### config.mk
export PLATFORM = sky130hd
export DESIGN_NAME = gpio_wb_irq
export DESIGN_NICKNAME = d
export VERILOG_FILES = /design/src/rtl/gpio_wb_irq.sv
export SDC_FILE = /design/constraint.sdc
export NUM_CORES = 1
export LEC_CHECK = 0
export ABC_AREA = 1
export CAP_MARGIN = 10
export CORE_MARGIN = 2
export CORE_UTILIZATION = 35
export DETAILED_ROUTE_END_ITERATION = 16
export HOLD_SLACK_MARGIN = 0.03
export RECOVER_POWER = 25
export SLEW_MARGIN = 20
export SYNTH_ARGS = -nofsm -noshare
export SYNTH_HDL_FRONTEND = slang
export SYNTH_SLANG_ARGS = --single-unit
### constraint.sdc
create_clock -name clk_i -period 1.94 [get_ports clk_i]
set_input_delay 0.194 -clock clk_i [delete_from_list [all_inputs] [get_ports clk_i]]
set_output_delay 0.194 -clock clk_i [all_outputs]
set_load 0.05 [all_outputs]
### src/rtl/gpio_wb_irq.sv
// Wishbone GPIO with per-pin direction, atomic set/clear/toggle,
// two-flop input sync and per-pin edge interrupts with W1C status.
module gpio_wb_irq #(
  parameter logic [31:0] BASE_ADDR = 32'h3002_0000,
  parameter int unsigned NGPIO     = 24
) (
  input  logic             clk_i,
  input  logic             rst_ni,
  input  logic             wbs_cyc_i,
  input  logic             wbs_stb_i,
  input  logic             wbs_we_i,
  input  logic [31:0]      wbs_adr_i,
  input  logic [31:0]      wbs_dat_i,
  input  logic [3:0]       wbs_sel_i,
  output logic             wbs_ack_o,
  output logic [31:0]      wbs_dat_o,
  input  logic [NGPIO-1:0] gpio_in,
  output logic [NGPIO-1:0] gpio_out,
  output logic [NGPIO-1:0] gpio_oeb,
  output logic             irq_o
);

  localparam int N = NGPIO;

  logic [N-1:0] out_q, out_d;
  logic [N-1:0] oe_q, oe_d;
  logic [N-1:0] ren_q, ren_d;
  logic [N-1:0] fen_q, fen_d;
  logic [N-1:0] sts_q, sts_d;
  logic [N-1:0] s1_q, s2_q, s3_q;
  logic [N-1:0] ev;
  logic [N-1:0] bm;
  logic [N-1:0] wd;
  logic         ack_q;
  logic         irq_q;
  logic [31:0]  dat_q;
  logic [31:0]  rdata;
  logic [31:0]  bmask;
  logic [31:0]  wd32;
  logic [3:0]   idx;
  logic         hit;
  logic         req;
  logic         wr;
  logic         unused_ok;

  assign hit   = wbs_adr_i[31:6] == BASE_ADDR[31:6];
  assign req   = wbs_cyc_i & wbs_stb_i & hit & ~ack_q;
  assign wr    = req & wbs_we_i;
  assign idx   = wbs_adr_i[5:2];
  assign bmask = {{8{wbs_sel_i[3]}}, {8{wbs_sel_i[2]}},
                  {8{wbs_sel_i[1]}}, {8{wbs_sel_i[0]}}};
  assign wd32  = wbs_dat_i & bmask;
  assign wd    = wd32[N-1:0];
  assign bm    = bmask[N-1:0];

  assign unused_ok = ^{wbs_adr_i[1:0], wd32, bmask, BASE_ADDR[5:0]};

  // Edge detect runs always; enables only gate status setting.
  assign ev = (s2_q & ~s3_q & ren_q) | (~s2_q & s3_q & fen_q);

  always_comb begin
    out_d = out_q;
    oe_d  = oe_q;
    ren_d = ren_q;
    fen_d = fen_q;
    sts_d = sts_q;
    if (wr) begin
      unique case (idx)
        4'h0: out_d = (out_q & ~bm) | wd;
        4'h1: out_d = out_q | wd;
        4'h2: out_d = out_q & ~wd;
        4'h3: out_d = out_q ^ wd;
        4'h4: oe_d  = (oe_q & ~bm) | wd;
        4'h6: ren_d = (ren_q & ~bm) | wd;
        4'h7: fen_d = (fen_q & ~bm) | wd;
        4'h8: sts_d = sts_q & ~wd;
        default: ;
      endcase
    end
    // A new event beats a same-cycle W1C.
    sts_d = sts_d | ev;
  end

  always_comb begin
    rdata = '0;
    unique case (idx)
      4'h0: rdata[N-1:0] = out_q;
      4'h4: rdata[N-1:0] = oe_q;
      4'h5: rdata[N-1:0] = s2_q;
      4'h6: rdata[N-1:0] = ren_q;
      4'h7: rdata[N-1:0] = fen_q;
      4'h8: rdata[N-1:0] = sts_q;
      default: ;
    endcase
  end

  always_ff @(posedge clk_i) begin
    if (!rst_ni) begin
      out_q <= '0;
      oe_q  <= '0;
      ren_q <= '0;
      fen_q <= '0;
      sts_q <= '0;
      s1_q  <= '0;
      s2_q  <= '0;
      s3_q  <= '0;
      ack_q <= 1'b0;
      dat_q <= '0;
      irq_q <= 1'b0;
    end else begin
      out_q <= out_d;
      oe_q  <= oe_d;
      ren_q <= ren_d;
      fen_q <= fen_d;
      sts_q <= sts_d;
      s1_q  <= gpio_in;
      s2_q  <= s1_q;
      s3_q  <= s2_q;
      ack_q <= req;
      if (req) dat_q <= rdata;
      irq_q <= |sts_q;
    end
  end

  assign wbs_ack_o = ack_q;
  assign wbs_dat_o = dat_q;
  assign gpio_out  = out_q;
  assign gpio_oeb  = ~oe_q;
  assign irq_o     = irq_q;

endmodule
==> flow_summary.ini <==
[finish]
num_antenna_cells = 0
seq_area_sq_um = 4360
fillCellCount = 3224
area_delta_synth_final_pct = 29.0
final_util_pct = 45.7
layout-drive-gt1-share_pct = 6.73
multi_input_area_sq_um = 5180
nets = 2050
final_cells = 2348

[sta]
setup_viol = 0
max_slew_margin_pct = -5.80
slew_viol_final = 27
worst-slew-pin-transition_ns = 1.59
rsz0062_at_grt = false
period_needed_ns = 1.91
clock_skew_ns = 0.00833
clock.fmax_mhz = 523
hold_violations = 0
timing.hold.ws_ns = 0.194
fin_crit_sh_pct = 98.6

[floorplan]
core_area_sq_um = 31500
die_w_um = 182
io_pins = 179
initial_core_util_pct = 35.4
chipHeight_um = 182
row_count = 65
die-area_sq_um = 33300

[clock_network]
cts_tree = yes
cts.hold.buffers_added = 0
clock_latency_ns = 0.53
cts.sink_count = 218
htreeDepth = 1
ctsRootBufferMaster = clkbuf_16
cts_max_path_buffers = 3
cts_buffers = 25
clk_pin_slew_ns = 0.06

[global_routing]
track_usage_pct = 20.6
grt_max_degree = 67
grt_pass1_wl_um = 54800
grt_antenna_before_repair = 0
overflow = 0
first_global_vias = 9834

[run_status]
status = complete, but fails checks
violations = capacitance limit, slew limit

[worst_setup_path]
rr_endpoint = gpio_out[20]
max_stage_delay_ns = 0.82
worstSetupPathType = flop to output pin
cp.required_ns = 1.75
cp_num_buf_inv = 1
arrival_ns = 1.72
rrSetupSlack_ns = 0.28
crit_fanout = 2
startpoint_type = flop
crit_chain = clkdlybuf4s50_1
slowest_stage = clkdlybuf4s50_1
r2r_cells = 11
endpoint_kind = output pin
crit_family = buffers and inverters
r2r-start = wbs_ack_o

[hold_path]
hp-start = gpio_in[17]
hold_path_depth = 3
min_to = s1_q[17]
min_path_type = primary input to flop

[synthesis]
synth_top_area_share_pct = 39.2
ys_seq_area_share_pct = 39.2
synth_top_area_cell = dfxtp_1
synthDistinctLibCells = 31
ys_ff_latch = 218
synth.area.top_cells = dfxtp_1 (39%), nand2_1 (19%), inv_1 (11%), nor2_1 (7.6%), nand4_1 (4.3%)
netlist_instances = 1759
syn_area_sq_um = 11100
syn_avg_cell_area_sq_um = 6.34
yosysWarningCount = 0

[drt]
vias_per_cell = 4.66
dr.pass1.iters = 5
drc = 0
ant_nets = 0
routedWlPerCell_um = 14.9
vias = 10930
wl_um = 35000
first_iter_violations = 914

[placement]
dp_cells = 2304
port_buffers = 159
hpwl_um = 25700
gp_congestion = 0.875

[power]
p_clk_share_pct = 48.6
p_leak_nw = 6.99
max-vdd-ir-drop_mv = 0.468
p_int_w = 0.00802
sequentialPowerShare_pct = 43.8
power_frac_comb_pct = 7.6
p_sw_share_pct = 23.1
powerDensity_nw_per_um2 = 725
switchingPower_w = 0.00241

[flow_run]
drv_cap = 1
-- power by group through the flow --
stage | Combinational (W) | Clock [W] | Sequential (W)
after floorplan | 0.000410 | 0 | 0.00466
after global placement | 0.000771 | 0 | 0.00467
after detailed placement | 0.000780 | 0 | 0.00467
after CTS | 0.000783 | 0.00515 | 0.00457
after global routing | 0.000861 | 0.00537 | 0.00457
final | 0.000789 | 0.00507 | 0.00457
-- stage by stage --
stage | setup slack [ns] | setup TNS (ns) | power, W | area [sq um]
finish | 0.0273 | 0 | 0.0104 | 14400
detailed placement | -0.156 | -9.09 | 0.00545 | 13500
global route | 0.00102 | 0 | 0.0108 | 14400
global placement | -0.117 | -5.75 | 0.00544 | 13500
CTS | 0.00777 | 0 | 0.0105 | 14400
floorplan | 0.214 | 0 | 0.00507 | 11200
-- area by class of cell --
cell class | instances | area share [%]
multi-input cells | 1137 | 36.0
well taps | 402 | 3.50
clock inverters | 9 | 1.18
flip-flops and latches | 218 | 30.4
inverters | 317 | 8.28
repair buffers | 230 | 15.8
clock buffers | 35 | 4.89
-- synth_stat cells, drive strengths merged --
| cell | instances |
|---|---|
| o21ai | 28 |
| nand2 | 575 |
| a31oi | 13 |
| or2 | 1 |
| o211ai | 23 |
| o22ai | 10 |
| nor2 | 229 |
| nand4 | 82 |
| clkinv | 1 |
| clkbuf | 40 |
| ha | 24 |
| nand3 | 56 |
| a21oi | 57 |
| conb | 1 |
| nor4 | 6 |
| nor3 | 14 |
| a22oi | 11 |
| inv | 316 |
| dfxtp | 218 |
| buf | 54 |
-- how the worst max path moves through the flow --
stage / from / end / slack, ns / cells after the start
4_1_cts: flop / gpio_oeb[4] / 0.008 / 2
3_3_place_gp: wbs_adr_i[3] / wbs_dat_o[4] / -0.12 / 10
6_report: wbs_dat_o[22] / wbs_dat_o[22] / 0.03 / 1
2_1_floorplan: wbs_ack_o / gpio_out[14] / 0.21 / 10
5_1_grt: wbs_dat_o[5] / wbs_dat_o[5] / 0.001 / 1
3_5_place_dp: wbs_adr_i[3] / wbs_dat_o[0] / -0.16 / 10
-- cells in the final DEF, fill, tap and decap left out, types with 24 or more instances in the layout --
cell type        instances
nand2_1                573
inv_1                  313
nor2_1                 225
dfxtp_1                218
clkdlybuf4s50_1        113
nand4_1                 77
buf_4                   62
a21oi_1                 57
nand3_1                 55
dlygate4sd2_1           33
o21ai_0                 28
clkbuf_16               25
ha_1                    24
-- per-layer routing --
metal  global-route usage [%]  up-vias  wire [um]
li1                         -     5717          -
met2                     30.5      358      14400
met5                        0        -          0
met4                     3.81        0        469
met3                     3.03       33       2730
met1                     31.7     4822      17400
-- repair_timing --
item	CTS	global route
endpoints found under the setup margin	33	6
buffers inserted	0	0
resized for setup	33	6
-- cells by family after synthesis --
logic type / count (synthesis) / share of synthesized area, %
simple gates: 963 / 36.1
buf+inv: 411 / 14.7
flops: 218 / 39.2
compound gates: 142 / 7.40
fa+ha+maj: 24 / 2.69
other cells: 1 / 0.0336
Power figures use the tool's default switching activity.
